File: config.mk
export PLATFORM = sky130hd
export DESIGN_NAME = filter_select_fsm_flat
export DESIGN_NICKNAME = d
export VERILOG_FILES = /design/src/rtl/filter_select_if.sv /design/src/rtl/filter_select_fsm.sv /design/src/flat_wrapper.sv
export SDC_FILE = /design/constraint.sdc
export NUM_CORES = 1
export LEC_CHECK = 0
export ABC_CLOCK_PERIOD_IN_PS = 3800
export CAP_MARGIN = 20
export CORE_ASPECT_RATIO = 1.25
export CORE_MARGIN = 2
export CORE_UTILIZATION = 42
export CTS_CLUSTER_DIAMETER = 50
export DETAILED_ROUTE_END_ITERATION = 16
export PLACE_DENSITY = 0.67
export SYNTH_ARGS = -nofsm -noshare
export SYNTH_HDL_FRONTEND = slang
export SYNTH_SLANG_ARGS = --single-unit
File: constraint.sdc
create_clock -name clk -period 3.8 [get_ports clk]
set_input_delay 1.14 -clock clk [delete_from_list [all_inputs] [get_ports clk]]
set_output_delay 1.14 -clock clk [all_outputs]
set_load 0.02 [all_outputs]
File: src/rtl/filter_select_if.sv
// filter_select_if: pushbutton inputs and filter-mode outputs of filter_select_fsm.
interface filter_select_if #(
    parameter int NUM_MODES = 4
);
    localparam int MW = (NUM_MODES > 2) ? $clog2(NUM_MODES) : 1;
    logic [3:0]    key;
    logic [MW-1:0] filter_type;
    logic          bypass;
    logic          mode_changed;
    modport master (output key, input filter_type, bypass, mode_changed);
    modport slave (input key, output filter_type, bypass, mode_changed);
endinterface

File: src/rtl/filter_select_fsm.sv
// filter_select_fsm: debounced four-key selector stepping through filter modes with bypass and home.
// Each key runs sync -> debounce -> press edge; the press register feeds the mode update one cycle later.
module filter_select_fsm #(
    parameter int NUM_MODES       = 4,
    parameter int DEBOUNCE_CYCLES = 500000,
    parameter int RESET_MODE      = 0
) (
    input logic          clk,
    input logic          reset,
    filter_select_if.slave bus
);
    localparam int MW = (NUM_MODES > 2) ? $clog2(NUM_MODES) : 1;
    localparam int CW = (DEBOUNCE_CYCLES > 1) ? $clog2(DEBOUNCE_CYCLES + 1) : 1;
    localparam logic [MW-1:0] LAST = MW'(NUM_MODES - 1);
    localparam logic [MW-1:0] HOME = MW'(RESET_MODE);
    localparam logic [MW-1:0] ONE  = MW'(1);
    localparam logic [CW-1:0] CMAX = CW'(DEBOUNCE_CYCLES - 1);
    localparam logic [CW-1:0] CONE = CW'(1);

    logic [3:0]    sync1, sync2, level, level_q, press;
    logic [CW-1:0] cnt [4];
    logic [MW-1:0] ft, ft_n, inc, dec;
    logic          bp, bp_n, home, flip, step;

    always_ff @(posedge clk or posedge reset) begin
        if (reset) begin
            sync1   <= '1;
            sync2   <= '1;
            level   <= '1;
            level_q <= '1;
            press   <= '0;
            for (int i = 0; i < 4; i++) cnt[i] <= '0;
        end else begin
            sync1   <= bus.key;
            sync2   <= sync1;
            level_q <= level;
            press   <= level_q & ~level;
            for (int i = 0; i < 4; i++) begin
                if (sync2[i] == level[i]) begin
                    cnt[i] <= '0;
                end else if (cnt[i] == CMAX) begin
                    level[i] <= sync2[i];
                    cnt[i]   <= '0;
                end else begin
                    cnt[i] <= cnt[i] + CONE;
                end
            end
        end
    end

    // home overrides bypass toggle, which overrides next/prev; next with prev cancels
    assign home = press[3];
    assign flip = ~home & press[2];
    assign step = ~home & ~press[2] & ~bp & (press[0] ^ press[1]);
    assign inc  = (ft == LAST) ? '0 : ft + ONE;
    assign dec  = (ft == '0) ? LAST : ft - ONE;
    assign ft_n = home ? HOME : step ? (press[0] ? inc : dec) : ft;
    assign bp_n = ~home & (bp ^ flip);

    always_ff @(posedge clk or posedge reset) begin
        if (reset) begin
            ft               <= HOME;
            bp               <= 1'b0;
            bus.mode_changed <= 1'b0;
        end else begin
            ft               <= ft_n;
            bp               <= bp_n;
            bus.mode_changed <= (ft_n != ft) | (bp_n != bp);
        end
    end

    assign bus.filter_type = ft;
    assign bus.bypass      = bp;
endmodule

File: src/flat_wrapper.sv
// flat-port wrapper written by rule: the top's interface ports become plain ports
module filter_select_fsm_flat 
#(
    parameter int NUM_MODES       = 4,
    parameter int DEBOUNCE_CYCLES = 500000,
    parameter int RESET_MODE      = 0
)
  (clk, reset, bus_key, bus_filter_type, bus_bypass, bus_mode_changed);
  filter_select_if #(.NUM_MODES(NUM_MODES)) bus_i ();
  input logic clk;
  input logic reset;
  input wire logic [$bits(bus_i.key)-1:0] bus_key;
  output wire logic [$bits(bus_i.filter_type)-1:0] bus_filter_type;
  output wire logic [$bits(bus_i.bypass)-1:0] bus_bypass;
  output wire logic [$bits(bus_i.mode_changed)-1:0] bus_mode_changed;
  assign bus_i.key = bus_key;
  assign bus_filter_type = bus_i.filter_type;
  assign bus_bypass = bus_i.bypass;
  assign bus_mode_changed = bus_i.mode_changed;
  filter_select_fsm #(.NUM_MODES(NUM_MODES), .DEBOUNCE_CYCLES(DEBOUNCE_CYCLES), .RESET_MODE(RESET_MODE)) u_core (.clk(clk), .reset(reset), .bus(bus_i));
endmodule
==> results of run 1 <==
[area by class of cell]
| cell class | instances | area (um^2) | area share, % |
|---|---|---|---|
| sequential | 100 | 2520 | 47.8 |
| timing repair buffer | 14 | 128 | 2.42 |
| inverter | 12 | 47.5 | 0.901 |
| clock buffer | 15 | 278 | 5.26 |
| clock inverter | 1 | 7.51 | 0.142 |
| multi-input combinational | 336 | 2120 | 40.3 |
| tap | 135 | 169 | 3.20 |
[kinds of logic (layout without fill, tap and decap cells)]
group                    count (synthesis)  after routing  share of synthesized area (%)
XOR/XNOR                                60             60                           11.1
flip-flops                             100            100                           53.1
multiplexers                             5              5                           1.16
AND/OR/NAND/NOR                        226            226                           25.5
adder cells (fa/ha/maj)                  6              6                           1.58
AO/OA/AOI/OAI                           39             39                           5.43
buffers and inverters                   22             42                           2.13
[metal layers]
| layer | vias to the layer above | wire [um] | GRT usage [%] |
|---|---|---|---|
| met1 | 1619 | 3880 | 18.4 |
| met4 | 0 | 170 | 6.59 |
| li1 | 1641 | - | - |
| met5 | - | 0 | 0 |
| met2 | 33 | 3910 | 24.8 |
| met3 | 14 | 175 | 2.62 |
[synth_stat cells (2+ instances only)]
cell type,number,area [um^2]
sky130_fd_sc_hd__nand2_1,27,101
sky130_fd_sc_hd__dfrtp_1,84,2100
sky130_fd_sc_hd__nand3_1,23,115
sky130_fd_sc_hd__or4_4,2,22.5
sky130_fd_sc_hd__and2_1,6,37.5
sky130_fd_sc_hd__o21ai_0,7,35.0
sky130_fd_sc_hd__or4_1,10,75.1
sky130_fd_sc_hd__buf_6,2,22.5
sky130_fd_sc_hd__nor2_1,69,259
sky130_fd_sc_hd__or4b_1,2,20.0
sky130_fd_sc_hd__nand4_1,21,131
sky130_fd_sc_hd__o31ai_1,4,30.0
sky130_fd_sc_hd__mux2_2,4,45.0
sky130_fd_sc_hd__xnor2_1,38,333
sky130_fd_sc_hd__and3_1,2,12.5
sky130_fd_sc_hd__buf_2,2,10.0
sky130_fd_sc_hd__dfstp_2,16,420
sky130_fd_sc_hd__o21ai_4,2,32.5
sky130_fd_sc_hd__clkbuf_1,5,18.8
sky130_fd_sc_hd__nor4_1,16,100
sky130_fd_sc_hd__a21oi_1,18,90.1
sky130_fd_sc_hd__and4_1,5,43.8
sky130_fd_sc_hd__nor2b_1,4,25.0
sky130_fd_sc_hd__ha_1,6,75.1
sky130_fd_sc_hd__or3_1,9,56.3
sky130_fd_sc_hd__nand3b_1,4,30.0
sky130_fd_sc_hd__nor3_1,13,65.1
sky130_fd_sc_hd__or2_2,3,18.8
sky130_fd_sc_hd__xor2_1,22,193
sky130_fd_sc_hd__inv_1,12,45.0
[metrics by stage]
stage | cell area (um^2) | utilization (%) | instances | worst slack, ps | power (mW)
final | 5280 | 47.6 | 613 | 1240 | 2.03
after global routing | 5280 | 47.6 | 613 | 1190 | 2.11
after CTS | 5280 | 47.6 | 613 | 1220 | 2.06
after detailed placement | 4990 | 45.0 | 597 | 1400 | 1.18
after global placement | 4990 | 45.0 | 597 | 1390 | 1.18
after floorplan | 4750 | - | 458 | 67.7 | 1.16
[placed cells by master, fill, tap and decap left out, types with 2 or more instances in the layout]
| master | n |
|---|---|
| sky130_fd_sc_hd__a21oi_1 | 18 |
| sky130_fd_sc_hd__and2_1 | 6 |
| sky130_fd_sc_hd__and3_1 | 2 |
| sky130_fd_sc_hd__and4_1 | 5 |
| sky130_fd_sc_hd__buf_4 | 5 |
| sky130_fd_sc_hd__clkbuf_1 | 3 |
| sky130_fd_sc_hd__clkbuf_16 | 9 |
| sky130_fd_sc_hd__clkbuf_8 | 3 |
| sky130_fd_sc_hd__clkdlybuf4s50_1 | 9 |
| sky130_fd_sc_hd__dfrtp_1 | 84 |
| sky130_fd_sc_hd__dfstp_2 | 16 |
| sky130_fd_sc_hd__ha_1 | 6 |
| sky130_fd_sc_hd__inv_1 | 11 |
| sky130_fd_sc_hd__mux2_2 | 4 |
| sky130_fd_sc_hd__nand2_1 | 27 |
| sky130_fd_sc_hd__nand3_1 | 23 |
| sky130_fd_sc_hd__nand3b_1 | 4 |
| sky130_fd_sc_hd__nand4_1 | 21 |
| sky130_fd_sc_hd__nor2_1 | 69 |
| sky130_fd_sc_hd__nor2b_1 | 4 |
| sky130_fd_sc_hd__nor3_1 | 13 |
| sky130_fd_sc_hd__nor4_1 | 16 |
| sky130_fd_sc_hd__o21ai_0 | 7 |
| sky130_fd_sc_hd__o21ai_4 | 2 |
| sky130_fd_sc_hd__o31ai_1 | 4 |
| sky130_fd_sc_hd__or2_2 | 3 |
| sky130_fd_sc_hd__or3_1 | 9 |
| sky130_fd_sc_hd__or4_1 | 10 |
| sky130_fd_sc_hd__or4_4 | 2 |
| sky130_fd_sc_hd__or4b_1 | 2 |
| sky130_fd_sc_hd__xnor2_1 | 38 |
| sky130_fd_sc_hd__xor2_1 | 22 |
[power breakdown]
part           switching (mW)  internal, mW  total (mW)
logic                  0.0449        0.0207      0.0656
registers              0.0141          1.08        1.10
clock network           0.364         0.499       0.863
[sequential cells by signal, indices dropped and copies added, names as in the netlist]
signal                   flops
u_core.bus.bypass            1
u_core.cnt                  76
u_core.bus.filter_type       2
u_core.level_q               4
u_core.press                 4
u_core.level                 4
u_core.sync1                 4
u_core.sync2                 4
u_core.bus.mode_changed      1
[worst paths after layout]
path                                      startpoint                  to  cells past startpoint
max                        u_core.bus.filter_type[0]  bus_filter_type[0]                      1
min in group asynchronous                      reset     u_core.press[2]                      2
max in group asynchronous                      reset     u_core.level[3]                      3
min                                  u_core.sync1[0]     u_core.sync2[0]                      0
min reg2reg                          u_core.sync1[0]     u_core.sync2[0]                      0
max reg2reg                           u_core.cnt[14]      u_core.cnt[16]                      4
==> tab_implementation.tex, run 1 <==
\begin{tabular}{lr}
\hline
Metric & Value \\
\hline
\multicolumn{2}{l}{\textbf{Clocking}} \\
\quad Latest clock arrival within the worst-skew pair & 340 ps \\
\quad Clock tree from TritonCTS & done \\
\quad Count of buffers added by post-CTS timing repair for setup & 0 \\
\quad CTS H-tree lvls & 3 \\
\quad Hold-fix buffer count after cts & 0 \\
\quad \# clock sinks & 100 \\
\quad Clk slew on worst S/H paths & 60 ps \\
\quad Cell at the root of the clock tree & sky130\_fd\_sc\_hd\_\_clkbuf\_16 \\
\quad Number of instances resized during post-cts repair & 0 \\
\quad Max clock buf depth & 2 \\
\quad CTS buffer count & 9 \\
\multicolumn{2}{l}{\textbf{Timing}} \\
\quad Highest Clock Rate & 390 MHz \\
\quad Count of pins over their slew limit & 0 \\
\quad Sum of negative setup slack & 0 ps \\
\quad Post-route worst hold slack & 351 ps \\
\quad Worst slew margin & 43.7\% \\
\quad Post-route clock period utilization & 67.4\% \\
\quad Final period demand of the worst path & 2560 ps \\
\quad Final setup violation count & 0 \\
\quad RSZ-0062 raised after global routing & no \\
\quad Least-Margin Pin Slew & 836 ps \\
\quad Clock tree skew after final layout & 12.5 ps \\
\quad Total count of hold-check failures in the final report & 0 \\
\multicolumn{2}{l}{\textbf{Setup path}} \\
\quad Reg-to-reg slack, setup & 1620 ps \\
\quad Worst Path Required & 2660 ps \\
\quad Total buffers and inverters traversed by the critical path & 1 \\
\quad Crit path DAT & 1420 ps \\
\quad Family of cells with the greatest summed delay on the critical path & buffers and inverters \\
\quad Crit start category & register \\
\quad Library cell contributing the largest single delay on the critical path & sky130\_fd\_sc\_hd\_\_clkdlybuf4s50\_1 \\
\quad Setup Crit Path Kind & register to output port \\
\quad Maximum net fanout on the critical path & 7 \\
\quad Crit path capture type & output port \\
\quad Delay contributed by the slowest stage of the critical path & 640 ps \\
\quad Critical path, cell by cell & clkdlybuf4s50\_1 \\
\multicolumn{2}{l}{\textbf{Routing}} \\
\quad Router iterations before antenna repair & 4 \\
\quad Vias after detailed routing & 3307 \\
\quad Drt total wl & 8.14 mm \\
\quad DRC errors left & 0 \\
\quad Detail Route Antenna Nets & 0 \\
\quad WL/cell & 13.3 um \\
\quad Routed via count divided by cell count & 5.39 \\
\quad Number of DRC markers in iteration 0 & 135 \\
\multicolumn{2}{l}{\textbf{Synth}} \\
\quad Yosys warning count & 0 \\
\quad Part of the Yosys area used for sequential elements & 53.1\% \\
\quad Number of synthesized flops with an enable pin & 0 \\
\quad Number of distinct library cell variants in the gate-level netlist after synthesis & 50 \\
\quad Flops \& latches, synth & 100 \\
\quad Synthesized cell area & 0.00475 mm\^{}2 \\
\quad Instance count of the mapped netlist & 458 \\
\quad Most used DFF post-synth & sky130\_fd\_sc\_hd\_\_dfrtp\_1 \\
\quad Asr flop ratio synth & 100\% \\
\quad Post-Synthesis Mean Instance Area & 10.4 um\^{}2 \\
\quad Post-Syn Nets & 470 \\
\multicolumn{2}{l}{\textbf{Layout}} \\
\quad Fraction of layout instances using a drive strength above 1 & 11.1\% \\
\quad Final antenna diode count & 0 \\
\quad Fillers & 1033 \\
\quad Signed area change from the synthesized netlist to the final layout & 11.1\% \\
\quad Number of nets in the finished design & 485 \\
\multicolumn{2}{l}{\textbf{Floorplanning}} \\
\quad Initial core utilization & 42.8\% \\
\quad Number of core rows & 43 \\
\quad Horiz. Die Dim & 99.1 um \\
\quad Die area & 0.0122 mm\^{}2 \\
\quad Io pins & 10 \\
\quad Floorplan Core Area & 0.0111 mm\^{}2 \\
\quad DIE HEIGHT & 123 um \\
\multicolumn{2}{l}{\textbf{Global route}} \\
\quad Initial antenna violation count & 0 \\
\quad Residual overflow from global routing & 0 \\
\quad Global router's overall resource usage & 14.7\% \\
\quad Pin count of the biggest net entering global routing & 44 \\
\quad Global-route wire length before repair & 14.6 mm \\
\quad Number of global-route vias before repair & 3328 \\
\multicolumn{2}{l}{\textbf{Power and ir drop}} \\
\quad Leakage power summed over all cells & 2.08 nW \\
\quad Maximum vdd drop & 0.209 mV \\
\quad Total power divided by cell area & 384 mW/mm\^{}2 \\
\multicolumn{2}{l}{\textbf{Run}} \\
\quad Max Cap Violations & 0 \\
\multicolumn{2}{l}{\textbf{Placement}} \\
\quad Detailed-placement wirelength estimate & 5.54 mm \\
\quad Count of input and output buffers & 9 \\
\quad Weighted congestion reported at the end of routability-driven placement & 0.803 \\
\multicolumn{2}{l}{\textbf{Run status}} \\
\quad Outcome & complete, no violations \\
\multicolumn{2}{l}{\textbf{Hold path}} \\
\quad Hold crit path type & register to register \\
\hline
\end{tabular}
Power figures use the tool's default switching activity.
==> run 2: changes to the inputs <==
--- a/config.mk
+++ b/config.mk
@@ -5,7 +5,7 @@
 export SDC_FILE = /design/constraint.sdc
 export NUM_CORES = 1
 export LEC_CHECK = 0
-export ABC_CLOCK_PERIOD_IN_PS = 3800
+export ABC_CLOCK_PERIOD_IN_PS = 2300
 export CAP_MARGIN = 20
 export CORE_ASPECT_RATIO = 1.25
 export CORE_MARGIN = 2
==> constraint.sdc (replaced) <==
create_clock -name clk -period 2.3 [get_ports clk]
set_input_delay 0.69 -clock clk [delete_from_list [all_inputs] [get_ports clk]]
set_output_delay 0.69 -clock clk [all_outputs]
set_load 0.02 [all_outputs]
==> run 2 against run 1 <==
Net effect: via count up 2.0%; highest routed layer unchanged; largest power group unchanged; worst setup slack worse by 1100 ps; first-iteration DRC count is 38% higher; sequential cell count did not move; worst hold slack better by 2.3 ps; core utilization up 1.2 points; non-clock buffer count rose by 8; sequential power increased by 65%; clock power is 76% higher.
==> tab_implementation.tex, run 2 (synthesis results as in run 1) <==
\begin{tabular}{lr}
\hline
Metric & Value \\
\hline
\multicolumn{2}{l}{\textbf{Run status}} \\
\quad Outcome & complete, no violations \\
\multicolumn{2}{l}{\textbf{Global route}} \\
\quad Residual overflow from global routing & 0 \\
\quad Initial antenna violation count & 0 \\
\quad Global-route wire length before repair & 15.2 mm \\
\quad Number of global-route vias before repair & 3270 \\
\quad Pin count of the biggest net entering global routing & 34 \\
\quad Global router's overall resource usage & 15.1\% \\
\multicolumn{2}{l}{\textbf{Timing}} \\
\quad Final setup violation count & 0 \\
\quad Final period demand of the worst path & 2180 ps \\
\quad Highest Clock Rate & 458 MHz \\
\quad Sum of negative setup slack & 0 ps \\
\quad Worst slew margin & 43.6\% \\
\quad Count of pins over their slew limit & 0 \\
\quad Post-route clock period utilization & 95.0\% \\
\quad Total count of hold-check failures in the final report & 0 \\
\quad Clock tree skew after final layout & 6.94 ps \\
\quad Least-Margin Pin Slew & 838 ps \\
\quad Post-route worst hold slack & 353 ps \\
\quad RSZ-0062 raised after global routing & no \\
\multicolumn{2}{l}{\textbf{Clocking}} \\
\quad Cell at the root of the clock tree & sky130\_fd\_sc\_hd\_\_clkbuf\_16 \\
\quad Max clock buf depth & 2 \\
\quad Number of instances resized during post-cts repair & 0 \\
\quad Count of buffers added by post-CTS timing repair for setup & 0 \\
\quad Latest clock arrival within the worst-skew pair & 340 ps \\
\quad Clk slew on worst S/H paths & 70 ps \\
\quad Clock tree from TritonCTS & done \\
\quad CTS buffer count & 9 \\
\quad Hold-fix buffer count after cts & 0 \\
\quad \# clock sinks & 100 \\
\quad CTS H-tree lvls & 3 \\
\multicolumn{2}{l}{\textbf{Layout}} \\
\quad Most frequent standard cell in the layout excluding fill and tap cells & sky130\_fd\_sc\_hd\_\_dfrtp\_1 \\
\quad Fraction of layout instances using a drive strength above 1 & 13.0\% \\
\quad Area used by multi-input combinational logic & 0.00212 mm\^{}2 \\
\quad Register ranked first by flip-flop count & u\_core.cnt \\
\quad Number of nets in the finished design & 493 \\
\quad Final antenna diode count & 0 \\
\quad Post-layout instance count excluding filler cells & 621 \\
\quad Most frequent cells in the layout & sky130\_fd\_sc\_hd\_\_dfrtp\_1 (84), sky130\_fd\_sc\_hd\_\_nor2\_1 (69), sky130\_fd\_sc\_hd\_\_xnor2\_1 (38) \\
\quad Signed area change from the synthesized netlist to the final layout & 13.9\% \\
\quad FF+latch area & 0.00252 mm\^{}2 \\
\quad Fillers & 1005 \\
\quad Number of flip-flops under the largest register name & 76 \\
\multicolumn{2}{l}{\textbf{Routing}} \\
\quad Number of DRC markers in iteration 0 & 186 \\
\quad Router iterations before antenna repair & 4 \\
\quad DRC errors left & 0 \\
\quad Vias after detailed routing & 3374 \\
\quad Routed via count divided by cell count & 5.43 \\
\quad WL/cell & 13.8 um \\
\quad Detail Route Antenna Nets & 0 \\
\quad Drt total wl & 8.56 mm \\
\multicolumn{2}{l}{\textbf{Setup path}} \\
\quad Total buffers and inverters traversed by the critical path & 0 \\
\quad Reg-to-reg slack, setup & 120 ps \\
\quad FF-to-FF path depth & 4 \\
\quad Library cell contributing the largest single delay on the critical path & sky130\_fd\_sc\_hd\_\_or4\_4 \\
\quad Critical path, cell by cell & or4\_1 > or4\_4 > o21ai\_4 > nor2\_1 \\
\quad Endpoint of the most critical register-to-register path & u\_core.cnt[22] \\
\quad Delay contributed by the slowest stage of the critical path & 550 ps \\
\quad Family of cells with the greatest summed delay on the critical path & simple AND/OR/NAND/NOR gates \\
\quad Maximum net fanout on the critical path & 18 \\
\quad Critical register-to-register path startpoint & u\_core.cnt[30] \\
\quad Crit path DAT & 2390 ps \\
\quad Setup Crit Path Kind & register to register \\
\quad Crit path capture type & register \\
\quad Crit start category & register \\
\quad Worst Path Required & 2510 ps \\
\quad First element of the critical path & u\_core.cnt[30] \\
\multicolumn{2}{l}{\textbf{Floorplanning}} \\
\quad Initial core utilization & 42.8\% \\
\quad DIE HEIGHT & 123 um \\
\quad Horiz. Die Dim & 99.1 um \\
\quad Io pins & 10 \\
\quad Floorplan Core Area & 0.0111 mm\^{}2 \\
\quad Number of core rows & 43 \\
\quad Die area & 0.0122 mm\^{}2 \\
\multicolumn{2}{l}{\textbf{Placement}} \\
\quad Count of input and output buffers & 9 \\
\quad Detailed-placement wirelength estimate & 5.93 mm \\
\quad Weighted congestion reported at the end of routability-driven placement & 0.838 \\
\quad Total placed cells including tap cells & 605 \\
\multicolumn{2}{l}{\textbf{Power and ir drop}} \\
\quad Leakage power summed over all cells & 2.14 nW \\
\quad Total power divided by cell area & 639 mW/mm\^{}2 \\
\quad Pwr Total & 3.46 mW \\
\quad Maximum vdd drop & 0.333 mV \\
\multicolumn{2}{l}{\textbf{Hold path}} \\
\quad Hold crit path type & register to register \\
\quad Hold endpoint & u\_core.sync2[1] \\
\quad Start point of the worst min-delay path & u\_core.sync1[1] \\
\quad Instance count along the most critical hold path & 0 \\
\multicolumn{2}{l}{\textbf{Run}} \\
\quad Max Cap Violations & 0 \\
\hline
\end{tabular}
run 2: changes by cell type in the layout (fill, tap and decap cells not counted), sizes merged:
cell / change
inv: -1
clkinv: +4
bufinv: +1
buf: +8
clkbuf: -4
run 2: area by class of cell:
class	count	share of cell area [%]
Sequential cell	100	46.7
Multi-Input combinational cell	336	39.3
Clock buffer	11	4.49
Timing Repair Buffer	22	4.40
Tap cell	135	3.12
Clock inverter	5	1.13
Inverter	12	0.903
run 2: worst max-delay path by stage:
| stage | endpoint | depth (start not counted) | slack, ps |
|---|---|---|---|
| after floorplan | u_core.cnt[28] | 6 | 300 |
| after global placement | u_core.cnt[24] | 4 | 180 |
| after detailed placement | u_core.cnt[22] | 4 | 110 |
| after CTS | u_core.cnt[22] | 4 | 100 |
| after global routing | u_core.cnt[28] | 4 | 9 |
| final | u_core.cnt[22] | 4 | 120 |
run 2: where the power goes:
| group | switching, mW | total (mW) | internal, mW |
|---|---|---|---|
| Sequential | 0.0244 | 1.81 | 1.79 |
| Clock | 0.642 | 1.52 | 0.877 |
| Combinational | 0.0782 | 0.123 | 0.0452 |
run 2: through the flow:
stage / cell area (um^2) / util [%] / worst slack (ps)
5_1_grt: 5410 / 48.8 / 8.61
3_5_place_dp: 5100 / 46.0 / 114
2_1_floorplan: 4750 / - / 295
4_1_cts: 5410 / 48.8 / 100
3_3_place_gp: 5100 / 46.0 / 179
6_report: 5410 / 48.8 / 116
run 2: worst reg2reg max path: cells and delay by family, from the launching register on:
kind	cells	cell delay [ps]
AOI/OAI and AO/OA	1	430
DFF	1	430
and+or+nand+nor	3	1200
run 2: metal layers:
metal,track usage (%),vias up,routed length (um)
li1,-,1661,-
met1,19.5,1658,3930
met5,0,-,0
met3,3.19,10,226
met4,5.05,0,102
met2,25.4,45,4300
==> run 3: changes to the inputs <==
--- a/config.mk
+++ b/config.mk
@@ -13,6 +13,7 @@
 export CTS_CLUSTER_DIAMETER = 50
 export DETAILED_ROUTE_END_ITERATION = 16
 export PLACE_DENSITY = 0.67
+export SKIP_LAST_GASP = 1
 export SYNTH_ARGS = -nofsm -noshare
 export SYNTH_HDL_FRONTEND = slang
 export SYNTH_SLANG_ARGS = --single-unit
==> results of run 3 <==
Final layout, timing and power as in run 2 (identical DEF).
